--- src/rtl/lcd_bias_sequencer_if.sv ---
// lcd_bias_sequencer_if: pixel-map update handshake (valid/ready) into the shadow buffer
//   upd_data  : new pixel map, bit k*NSEG+j = pixel (COM k, SEG j), 1 = on
//   upd_valid : upd_data valid
//   upd_ready : shadow buffer can accept
interface lcd_bias_sequencer_if #(
    parameter int NSEG = 8
);
    logic [4*NSEG-1:0] upd_data;
    logic              upd_valid;
    logic              upd_ready;
    modport master (output upd_data, upd_valid, input upd_ready);
    modport slave  (input upd_data, upd_valid, output upd_ready);
endinterface

--- src/rtl/lcd_bias_sequencer.sv ---
// lcd_bias_sequencer: 1/4-duty 1/3-bias LCD frame scheduler with frame-inverted drive codes
//   clk, rst    : clock, synchronous active-high reset
//   enable      : 1 = drive display, 0 = blank (all lines 0V)
//   upd         : pixel-map update handshake (slave side)
//   com_v       : 2-bit voltage code for COM k at [2k+1:2k]
//   seg_v       : 2-bit voltage code for SEG j at [2j+1:2j]
//   frame_start : one-cycle pulse on entry to COM0 of every frame
module lcd_bias_sequencer #(
    parameter int NSEG     = 8,
    parameter int PRESCALE = 1024
) (
    input  logic                       clk,
    input  logic                       rst,
    input  logic                       enable,
    lcd_bias_sequencer_if.slave        upd,
    output logic [7:0]                 com_v,
    output logic [2*NSEG-1:0]          seg_v,
    output logic                       frame_start
);
    localparam int         CW    = $clog2(PRESCALE);
    localparam logic [0:0] IDLE  = 1'b0;
    localparam logic [0:0] DRIVE = 1'b1;
    logic [0:0]        state, state_n;
    logic [CW-1:0]     cnt, cnt_n;
    logic [1:0]        com, com_n;
    logic              inv, inv_n;
    logic [4*NSEG-1:0] active, active_n, shadow, shadow_n;
    logic              pending, pending_n;
    logic [7:0]        com_v_n;
    logic [2*NSEG-1:0] seg_v_n;
    logic [NSEG-1:0]   row;
    logic              wrap, hold, fs_n, apply, xfer;
    // Outputs are registered from next-state values so they change on the
    // same edge as the state they encode.
    always_comb begin
        state_n   = enable ? DRIVE : IDLE;
        hold      = !enable || state == IDLE;
        wrap      = state == DRIVE && cnt == CW'(PRESCALE - 1);
        fs_n      = enable && (state == IDLE || (wrap && com == 2'd3));
        cnt_n     = (hold || wrap) ? '0 : cnt + 1'b1;
        com_n     = hold ? 2'd0 : com + 2'(wrap);
        inv_n     = hold ? 1'b0 : inv ^ (wrap && com == 2'd3);
        // Shadow data lands in active at every frame boundary and whenever the
        // sequencer is (or is becoming) idle; a transfer on such an edge bypasses shadow.
        apply     = fs_n || !enable;
        xfer      = upd.upd_valid && upd.upd_ready;
        active_n  = (xfer && apply) ? upd.upd_data : (apply && pending) ? shadow : active;
        shadow_n  = (xfer && !apply) ? upd.upd_data : shadow;
        pending_n = (xfer || pending) && !apply;
        row       = com_n == 2'd0 ? active_n[0 +: NSEG] :
                    com_n == 2'd1 ? active_n[NSEG +: NSEG] :
                    com_n == 2'd2 ? active_n[2*NSEG +: NSEG] : active_n[3*NSEG +: NSEG];
        com_v_n   = '0;
        seg_v_n   = '0;
        for (int k = 0; k < 4; k++)
            com_v_n[2*k +: 2] = !enable ? 2'b00 :
                                (2'(k) == com_n) ? (inv_n ? 2'b00 : 2'b11) : (inv_n ? 2'b10 : 2'b01);
        for (int j = 0; j < NSEG; j++)
            seg_v_n[2*j +: 2] = !enable ? 2'b00 :
                                row[j] ? (inv_n ? 2'b11 : 2'b00) : (inv_n ? 2'b01 : 2'b10);
    end
    always_ff @(posedge clk) begin
        if (rst) begin
            state         <= IDLE;
            cnt           <= '0;
            com           <= 2'd0;
            inv           <= 1'b0;
            active        <= '0;
            shadow        <= '0;
            pending       <= 1'b0;
            upd.upd_ready <= 1'b1;
            com_v         <= '0;
            seg_v         <= '0;
            frame_start   <= 1'b0;
        end else begin
            state         <= state_n;
            cnt           <= cnt_n;
            com           <= com_n;
            inv           <= inv_n;
            active        <= active_n;
            shadow        <= shadow_n;
            pending       <= pending_n;
            upd.upd_ready <= !pending_n;
            com_v         <= com_v_n;
            seg_v         <= seg_v_n;
            frame_start   <= fs_n;
        end
    end
endmodule
--- src/flat_wrapper.sv ---
// flat-port wrapper written by rule: the top's interface ports become plain ports
module lcd_bias_sequencer_flat 
#(
    parameter int NSEG     = 8,
    parameter int PRESCALE = 1024
)
  (clk, rst, enable, com_v, seg_v, frame_start, upd_upd_data, upd_upd_valid, upd_upd_ready);
  lcd_bias_sequencer_if #(.NSEG(NSEG)) upd_i ();
  input  logic clk;
  input  logic rst;
  input  logic enable;
  output logic [7:0] com_v;
  output logic [2*NSEG-1:0] seg_v;
  output logic frame_start;
  input wire logic [$bits(upd_i.upd_data)-1:0] upd_upd_data;
  input wire logic [$bits(upd_i.upd_valid)-1:0] upd_upd_valid;
  output wire logic [$bits(upd_i.upd_ready)-1:0] upd_upd_ready;
  assign upd_i.upd_data = upd_upd_data;
  assign upd_i.upd_valid = upd_upd_valid;
  assign upd_upd_ready = upd_i.upd_ready;
  lcd_bias_sequencer #(.NSEG(NSEG), .PRESCALE(PRESCALE)) u_core (.clk(clk), .rst(rst), .enable(enable), .upd(upd_i), .com_v(com_v), .seg_v(seg_v), .frame_start(frame_start));
endmodule
--- config.mk ---
export PLATFORM = sky130hd
export DESIGN_NAME = lcd_bias_sequencer_flat
export DESIGN_NICKNAME = d
export VERILOG_FILES = /design/src/rtl/lcd_bias_sequencer_if.sv /design/src/rtl/lcd_bias_sequencer.sv /design/src/flat_wrapper.sv
export SDC_FILE = /design/constraint.sdc
export NUM_CORES = 1
export LEC_CHECK = 0
export CORE_AREA = 2 2 116 84
export CTS_BUF_LIST = sky130_fd_sc_hd__clkbuf_16
export CTS_CLUSTER_DIAMETER = 120
export CTS_CLUSTER_SIZE = 16
export DETAILED_ROUTE_END_ITERATION = 12
export DIE_AREA = 0 0 118 86
export PLACE_DENSITY = 0.71
export SLEW_MARGIN = 40
export SYNTH_ARGS = -nofsm -noshare
export SYNTH_HDL_FRONTEND = slang
export SYNTH_SLANG_ARGS = --single-unit
--- constraint.sdc ---
create_clock -name clk -period 6.7 [get_ports clk]
set_input_delay 1.34 -clock clk [delete_from_list [all_inputs] [get_ports clk]]
set_output_delay 1.34 -clock clk [all_outputs]
set_load 0.1 [all_outputs]
* Yosys cells after proc, flatten, opt, wreduce, memory -nomap -nowiden
Cells that the tools add are included.
Storage, ports and cells: flip-flop bits (word level) 105, input bits 36, word-level logic and storage cells 66
Operators by class: $add $sub $neg 2, eq/ne operators 7, mux-type cells 24, bitwise gates (word level) 3, reduce and logical (&&, ||, !) cells 19
Operator list (count):
- $mux 32 | 2
- $mux 2 | 17
- $mux 8 | 3
- $add 10x1->10 const B | 1
- $eq 10x10->1 const B | 1
- $logic_and 1x1->1 | 8
- $logic_or 1x1->1 | 5
- $eq 2x2->1 const A | 2
- $eq 2x2->1 const B | 2
- $reduce_or 2->1 | 2
- $logic_not 1->1 | 3
- $add 2x1->2 | 1
- $eq 1x2->1 const A | 1
- $eq 2x1->1 const B | 1
- $logic_not 2->1 | 1
- $mux 1 | 2
- $not 1->1 | 2
- $xor 1x1->1 | 1

* Logic depth before layout (Yosys ltp)
Gate-level depths: netlist of the first run.
depth after elaboration 13, gate-level depth with buffers 12

* Worst setup path before layout of the first run
No wires, ideal clock.
path kind input to register, start point in upd_upd_valid, end point reg u_core.seg_v[11], library setup time 129 ps, arrival time 2750 ps, path slack 3821 ps, stages 8, cells stage by stage and2_1 -> nand4_1 -> nand2_1 -> buf_2 -> a222oi_1 -> a21oi_1 -> a31oi_1 -> o211ai_1
Between the ends: longest elaborated chain between the ends 7
Ends and longest elaborated chain:
- start: declaration | line flat_wrapper.sv:16 | input wire logic [$bits(upd_i.upd_valid)-1:0] upd_upd_valid;
- $logic_and 1x1->1 (*) | line lcd_bias_sequencer.sv:46 | xfer = upd.upd_valid && upd.upd_ready;
- $logic_and 1x1->1 (*) | line lcd_bias_sequencer.sv:47 | active_n = (xfer && apply) ? upd.upd_data : (apply && pending) ? shadow : active;
- $mux 32 (*) | line lcd_bias_sequencer.sv:47
- $mux 8 | line lcd_bias_sequencer.sv:52 | com_n == 2'd2 ? active_n[2*NSEG +: NSEG] : active_n[3*NSEG +: NSEG];
- $mux 8 | line lcd_bias_sequencer.sv:51 | com_n == 2'd1 ? active_n[NSEG +: NSEG] :
- $mux 8 (*) | line lcd_bias_sequencer.sv:50 | row = com_n == 2'd0 ? active_n[0 +: NSEG] :
- $mux 2 (*) | line lcd_bias_sequencer.sv:60 | row[j] ? (inv_n ? 2'b11 : 2'b00) : (inv_n ? 2'b01 : 2'b10);
- end signal: assignment | line lcd_bias_sequencer.sv:85 | seg_v <= seg_v_n;
- end: declaration | line lcd_bias_sequencer.sv:17 | output logic [2*NSEG-1:0] seg_v,
Mark *: on every way between the ends. The rest lies on a longest branch, timed or not. A chain may end at the register's enable or synchronous reset.

* Worst setup path in the final report of the first run
start point in enable, end point reg u_core.seg_v[5]
Between the ends: longest elaborated chain between the ends 9, elaborated cells between the ends (all ways) 21, classes of those cells eq/ne: 2; mux: 10; bitwise: 1; reduce/logical: 8
Ends and longest elaborated chain:
- start: declaration | line flat_wrapper.sv:11 | input logic enable;
- $logic_and 1x1->1 / $logic_not 1->1 (equally long branches) | line lcd_bias_sequencer.sv:39, lcd_bias_sequencer.sv:37, lcd_bias_sequencer.sv:45
- $logic_or 1x1->1 | line lcd_bias_sequencer.sv:45 | apply = fs_n || !enable;
- $logic_and 1x1->1 | line lcd_bias_sequencer.sv:47
- $mux 32 (2 in a row) | line lcd_bias_sequencer.sv:47
- $mux 8 | line lcd_bias_sequencer.sv:52
- $mux 8 | line lcd_bias_sequencer.sv:51
- $mux 8 | line lcd_bias_sequencer.sv:50
- $mux 2 | line lcd_bias_sequencer.sv:60
Several ways; a longest one is shown, not always the timed one.

==> results.cfg, run 1 <==
[floorplanning]
die_y_um = 86
coreArea_um2 = 8960
dieArea_um2 = 10100
std_cell_rows = 29
start_util = 0.473
die_x_um = 118
ios = 62

[sta]
slew_headroom = 0.490
finClkSkew_ns = 0.00792
rsz0062_at_grt = no
hold_viol = 0
final.setup.tns_ns = 0
fin_crit_ns = 3.83
worst_pin_slew_ns = 0.760
setup_violations = 0
drv_slew = 0
min_period_over_period = 0.572
worst_hold_slack_ns = 0.453
max_freq_mhz = 261

[yosys]
syn_area_per_cell_um2 = 8.43
yosysWarningCount = 0
synth_edf_count = 0
synthCells = 503
netlist_area_um2 = 4240
ys_top_cells_by_area = dfxtp_1, nand2_1, nor2_1
synth-seq-cells = 95
synth.top_cell.area_share = 0.449
async_reset_ff_frac = 0
yosysUniqueCellTypes = 50
ys_seq_area_frac = 0.449
synth_nets = 541
synth-main-ff-cell = dfxtp_1
synth_top_area_cell = dfxtp_1

[drt]
totalWireLength_mm = 11.6
detail-route-antenna-nets = 0
viasPerCell = 6.00
wl_per_cell_um = 17.3
drc = 0
drt_iter0_drc = 426
drt-pass1-iter-count = 10
num_vias = 4020

[setup_path]
cp_slowest_cell = clkdlybuf4s50_1
start_kind = input port
cp-end-kind = flip-flop
cp.required_ns = 6.92
critPathMaxFanout = 25
crit_path_cell_trace = clkdlybuf4s50_1, nand2_1, nand2_1, nand2_1, buf_4, a222oi_1, a21oi_1, a31oi_1, o211ai_1
arrival_ns = 4.05
max_stage_delay_ns = 0.57
setup.worst_path.class = in2reg
cpMostUsedCell = nand2_1

[power_and_ir_drop]
total_power_w = 0.00125
vdd_drop_max_v = 0.000130
cellLeakagePower_nw = 1.86
power.density_nw_per_um2 = 250

[flow_run]
drv_cap = 0

[hold_path]
worstHoldPathType = reg2reg

[clocking]
post_cts_resized = 0
clockBufferDepth = 2
cts_setup_buffers = 0
cts_inserted_buffers = 9
clkSinkCount = 95
tritoncts = done
h-tree-depth = 3
worstSkewPairLatency_ns = 0.35
clk_pin_slew_ns = 0.07
cts_hold_buf = 0
root_buffer = clkbuf_16

[placed_design]
gp_congestion = 0.922
dp_hpwl_mm = 8.03
portBuffers = 61

[layout]
drive_above_1_share = 0.108
regArea_um2 = 1900
nNetsFinal = 579
utilization = 0.559
multi_input_area_um2 = 2140
areaGrowthSynthToFinish_pct = 18.3
n_antenna_cell = 0
fill_cells = 844

[grt]
antenna_found_initial = 0
first_global_vias = 3602
grt_pass1_wl_mm = 18.8
grt_overflow_total = 0
grt_max_degree = 66
grt_usage = 0.235

[outcome]
outcome = finished clean
==> state kept, by name, summed over array words and instances, names as in the netlist <==
register and flops:
u_core.active 32, u_core.cnt 10, u_core.com 2, u_core.com_v 5, u_core.frame_start 1, u_core.inv 1
u_core.pending 1, u_core.seg_v 9, u_core.shadow 32, u_core.state 1, u_core.upd.upd_ready 1
==> final timing paths <==
check                                 from                            end  slack, ns  depth (start not counted)
min          u_core.shadow[1]$_SDFFE_PP0P_  u_core.shadow[1]$_SDFFE_PP0P_       0.45                          2
max reg2reg       u_core.cnt[0]$_SDFF_PP0_     u_core.seg_v[5]$_SDFF_PP0_       3.13                         10
min reg2reg  u_core.shadow[1]$_SDFFE_PP0P_  u_core.shadow[1]$_SDFFE_PP0P_       0.45                          2
max                                 enable     u_core.seg_v[5]$_SDFF_PP0_       2.87                          9
==> worst max-delay path, delay by kind of cell <==
family	cells	cell delay, ns
buffers and inverters	2	0.92
AND/OR/NAND/NOR	3	0.62
AO/OA/AOI/OAI	4	1.16
==> layer usage <==
layer  global-route usage  part of all wire
met1                0.342              0.46
met2                0.335              0.42
met3               0.0711              0.11
met4               0.0657             0.013
met5                    0                 0
==> kinds of logic after synthesis <==
logic type	synth area share
adder cells (fa/ha/maj)	0.00590
AND/OR/NAND/NOR	0.226
XOR/XNOR	0.0289
multiplexers	0.0307
flip-flops	0.449
AO/OA/AOI/OAI	0.208
buffers and inverters	0.0520
==> final cells by class <==
type                    count  area share
clock inverters             7      0.0130
well taps                 124      0.0309
multi-input cells         365       0.427
flip-flops and latches     95       0.379
repair buffers             66       0.102
inverters                   4     0.00299
clock buffers               9      0.0449
==> per-stage QoR <==
stage	cells	cell area (µm²)	worst slack [ns]
floorplan	503	4240	3.82
global placement	654	4830	2.71
detailed placement	654	4710	2.57
CTS	670	5000	2.94
global route	670	5010	2.80
finish	670	5010	2.87
==> report_power, final <==
part | switching, W | internal [W] | leakage (nW)
Combinational | 0.000103 | 0.0000514 | 0.943
Sequential | 0.00000936 | 0.000586 | 0.776
Clock | 0.000218 | 0.000286 | 0.138
==> placed cells by master (no fill, tap or decap), types with 2 or more instances in the layout <==
cell type,n
clkinv_1,2
nand4_2,2
clkdlybuf4s50_1,34
nor4_2,2
o211ai_1,13
nor3b_1,2
clkbuf_16,9
a21oi_1,39
clkinvlp_4,2
a31oi_1,6
mux2i_1,13
or3_1,7
nor4_1,8
xnor2_1,7
ha_1,2
a222oi_1,16
and4_1,2
a221oi_1,7
nor2_1,61
nor2_2,2
o22ai_1,2
nand4_1,2
nor3_1,11
and2_1,5
buf_4,5
o31ai_1,6
xor2_1,7
and3_1,4
inv_1,5
o21ai_0,7
a211oi_1,6
a21boi_0,7
nand2_1,89
dfxtp_1,95
buf_2,27
nand3_1,8
a32o_1,5
==> cell usage after synthesis (all sizes together) (8+ instances only) <==
cell type	count
dfxtp	95
nand2	91
nor2	64
a21oi	39
clkbuf	20
buf	19
a222oi	16
mux2i	13
o211ai	13
nor3	11
nor4	10
o21ai	9
a21boi	8
nand3	8
(Power assumes the default switching activity.)
==> inputs of run 2 (changes only) <==
- clock period: 6.7 -> 3.6 ns (I/O delays scaled with it)
==> results.cfg, run 2 (same netlist as run 1, synthesis figures left out) <==
[outcome]
outcome = finished clean

[clocking]
cts_setup_buffers = 0
h-tree-depth = 3
clockBufferDepth = 2
cts_hold_buf = 0
tritoncts = done
worstSkewPairLatency_ns = 0.35
post_cts_resized = 0
clk_pin_slew_ns = 0.07
root_buffer = clkbuf_16
clkSinkCount = 95
cts_inserted_buffers = 9

[layout]
fill_cells = 838
reg_top3 = u_core.active: 32 flops, u_core.shadow: 32 flops, u_core.cnt: 10 flops
drive_above_1_share = 0.120
mostFrequentLayoutCells = dfxtp_1, nand2_1, nor2_1
stdcell_area_um2 = 5060
final_common_cell = dfxtp_1
n_antenna_cell = 0
nNetsFinal = 592
areaGrowthSynthToFinish_pct = 19.5

[power_and_ir_drop]
seq_power_share = 0.492
power.switching_w = 0.000606
power.density_nw_per_um2 = 445
vdd_drop_max_v = 0.000297
clkPwrFrac = 0.378
intPower_w = 0.00165
cellLeakagePower_nw = 1.91
combPwrFrac = 0.130
total_power_w = 0.00225
swShare = 0.269

[grt]
antenna_found_initial = 0
grt_overflow_total = 0
grt_pass1_wl_mm = 18.8
grt_max_degree = 65
grt_usage = 0.236
first_global_vias = 3515

[sta]
final.setup.tns_ns = 0
worst_pin_slew_ns = 0.797
finClkSkew_ns = 0.00879
fin_crit_ns = 3.13
worst_hold_slack_ns = 0.454
hold_viol = 0
setup_violations = 0
rsz0062_at_grt = no
min_period_over_period = 0.870
max_freq_mhz = 319
drv_slew = 0
slew_headroom = 0.467
layout_setup_ws_ns = 0.468

[floorplanning]
die_x_um = 118
die_y_um = 86
coreArea_um2 = 8960
dieArea_um2 = 10100
start_util = 0.473
std_cell_rows = 29
ios = 62

[drt]
drt_iter0_drc = 455
detail-route-antenna-nets = 0
viasPerCell = 5.86
num_vias = 4003
totalWireLength_mm = 11.6
drt-pass1-iter-count = 9
drc = 0
wl_per_cell_um = 17.0

[setup_path]
cp-end-kind = flip-flop
arrival_ns = 3.39
critPathMaxFanout = 6
cp.required_ns = 3.86
start_kind = flip-flop
setup.worst_path.class = reg2reg

[placed_design]
portBuffers = 61
post-place-ws_ns = 0.423
dp_hpwl_mm = 8.24
postPlaceCellArea_um2 = 4800
gp_congestion = 0.916

[hold_path]
worstHoldPathType = reg2reg

[flow_run]
drv_cap = 0
[run 2: final timing paths]
check / end / from / slack, ns / cells after the start
hold reg to reg: u_core.shadow[27]$_SDFFE_PP0P_ / u_core.shadow[27]$_SDFFE_PP0P_ / 0.45 / 2
hold / removal: u_core.shadow[27]$_SDFFE_PP0P_ / u_core.shadow[27]$_SDFFE_PP0P_ / 0.45 / 2
setup / recovery: u_core.seg_v[15]$_SDFF_PP0_ / u_core.cnt[0]$_SDFF_PP0_ / 0.47 / 11
setup reg to reg: u_core.seg_v[15]$_SDFF_PP0_ / u_core.cnt[0]$_SDFF_PP0_ / 0.47 / 11
[run 2: cell type report]
cell class              count  area, µm²  area share
clock inverters             7       33.8     0.00667
well taps                 124        155      0.0306
clock buffers               9        225      0.0445
multi-input cells         365       2120       0.419
flip-flops and latches     95       1900       0.376
repair buffers             79        611       0.121
inverters                   4       15.0     0.00297
[run 2: layer usage]
metal  vias up  track usage  share of wire
met5         -            0              0
met4         0       0.0504         0.0084
met3        12       0.0778           0.12
met2       222        0.342           0.41
met1      1861        0.340           0.46
li1       1908            -              -
[run 2: power groups by stage]
stage                     Clock [W]  Combinational, W  Sequential, W
after floorplan                   0          0.000141        0.00118
after global placement            0          0.000290        0.00113
after detailed placement          0          0.000286        0.00113
after CTS                  0.000865          0.000289        0.00111
after global routing       0.000917          0.000312        0.00111
final                      0.000852          0.000292        0.00111
[run 2: worst max-delay path, cell delays in order, from the launching register on]
cell and delay, ns:
dfxtp_1 0.36, ha_1 0.29, nand3_1 0.25, nor3_1 0.32
ha_1 0.33, and3_1 0.24, nor2_1 0.33, a32o_1 0.25
o31ai_1 0.09, a21oi_1 0.31, a31oi_1 0.14, o211ai_1 0.12
[run 2: stage by stage]
step / utilization / instances
after floorplan: - / 503
after global placement: 0.550 / 667
after detailed placement: 0.536 / 667
after CTS: 0.565 / 683
after global routing: 0.565 / 683
final: 0.565 / 683
==> inputs of run 3 (changes only) <==
- CORE_AREA: 2 2 116 84 -> 2 2 159 114
- DIE_AREA: 0 0 118 86 -> 0 0 161 116
- PLACE_DENSITY: 0.71 -> default
- clock period: 3.6 -> 3.3 ns (I/O delays scaled with it)
==> results.cfg, run 3 (same netlist as run 1, synthesis figures left out) <==
[setup_path]
cp-end-kind = flip-flop
worstRegToRegCells = 9
start_kind = flip-flop
cp.required_ns = 3.53
critPathMaxFanout = 16
arrival_ns = 3.16
setup.worst_path.class = reg2reg

[placed_design]
dp_hpwl_mm = 9.47
place_inst = 790
portBuffers = 61
gp_congestion = 0.851

[sta]
rsz0062_at_grt = no
drv_slew = 0
slew_headroom = 0.530
max_freq_mhz = 341
worst_pin_slew_ns = 0.705
hold_viol = 0
fin_crit_ns = 2.93
final.setup.tns_ns = 0
setup_violations = 0
finClkSkew_ns = 0.00422
min_period_over_period = 0.889

[layout]
reg_top3 = u_core.active: 32 flops, u_core.shadow: 32 flops, u_core.cnt: 10 flops
n_antenna_cell = 0
multi_input_area_um2 = 2120
final_common_cell = dfxtp_1
fill_cells = 1818
utilization = 0.318
mostFrequentLayoutCells = dfxtp_1, nand2_1, nor2_1
areaGrowthSynthToFinish_pct = 27.8
nNetsFinal = 608
fin_cells = 806
drive_above_1_share = 0.151
regArea_um2 = 1900

[clocking]
clockBufferDepth = 2
cts_inserted_buffers = 9
post_cts_resized = 0
tritoncts = done
cts_hold_buf = 0
h-tree-depth = 3
clk_pin_slew_ns = 0.07
cts_setup_buffers = 0
worstSkewPairLatency_ns = 0.35
root_buffer = clkbuf_16
clkSinkCount = 95

[drt]
drc = 0
detail-route-antenna-nets = 0
drt-pass1-iter-count = 7
totalWireLength_mm = 12.8
viasPerCell = 4.88
drt_iter0_drc = 314
wl_per_cell_um = 15.9
num_vias = 3930

[floorplanning]
std_cell_rows = 40
ios = 62
die_x_um = 161
dieArea_um2 = 18700
start_util = 0.249
die_y_um = 116
coreArea_um2 = 17000

[grt]
first_global_vias = 3478
antenna_found_initial = 0
grt_usage = 0.139
grt_max_degree = 65
grt_pass1_wl_mm = 20.1
grt_overflow_total = 0

[power_and_ir_drop]
power.density_nw_per_um2 = 469
cellLeakagePower_nw = 2.00
vdd_drop_max_v = 0.000221

[flow_run]
drv_cap = 0

[outcome]
outcome = finished clean

[hold_path]
whs_path_depth = 2
worstHoldPathType = reg2reg
[run 3: cell count changes in the layout (fill, tap and decap cells not counted), sizes merged]
cell      delta
clkinvlp     -1
clkinv       +1
buf         +16
[run 3: metrics by stage]
stage                     hold slack (ns)  cell area, µm²  setup slack [ns]  total power [W]
after CTS                           0.457            5410             0.391          0.00256
after global routing                0.476            5410             0.169          0.00264
after detailed placement            0.447            5130             0.161          0.00156
after global placement              0.440            5130             0.204          0.00156
after floorplan                     0.426            4240             0.488          0.00144
final                               0.458            5410             0.367          0.00254
[run 3: where the power goes]
| part | leakage, nW | switching, W | internal, W |
|---|---|---|---|
| Combinational | 1.09 | 0.000213 | 0.000117 |
| Clock | 0.137 | 0.000478 | 0.000521 |
| Sequential | 0.776 | 0.0000210 | 0.00119 |
[run 3: metal layers]
metal / vias up / track usage / wire length [µm]
met5: - / 0 / 0
met4: 0 / 0.0286 / 65
met3: 6 / 0.0404 / 1120
met2: 143 / 0.179 / 4870
met1: 1839 / 0.223 / 6750
li1: 1942 / - / -
[run 3: layout make-up]
class	instances	area share
clock inverters	7	0.0104
clock buffers	9	0.0416
repair buffers	95	0.149
well taps	231	0.0534
inverters	4	0.00277
flip-flops and latches	95	0.351
multi-input cells	365	0.391
[run 3: critical path, cell delays in order, from the launching register on]
cell and delay (ns):
dfxtp_1 0.38, ha_1 0.21, nand3_1 0.10, buf_4 0.17, o31ai_4 0.57, nand2_2 0.37
a222oi_1 0.47, mux2i_1 0.18, mux2i_1 0.27, nand2_1 0.10
[run 3: path summary, 6_finish.rpt]
| path | startpoint | to | slack, ns |
|---|---|---|---|
| max | u_core.cnt[0]$_SDFF_PP0_ | u_core.seg_v[7]$_SDFF_PP0_ | 0.37 |
| min | u_core.shadow[27]$_SDFFE_PP0P_ | u_core.shadow[27]$_SDFFE_PP0P_ | 0.46 |
| max reg2reg | u_core.cnt[0]$_SDFF_PP0_ | u_core.seg_v[7]$_SDFF_PP0_ | 0.37 |
| min reg2reg | u_core.shadow[27]$_SDFFE_PP0P_ | u_core.shadow[27]$_SDFFE_PP0P_ | 0.46 |
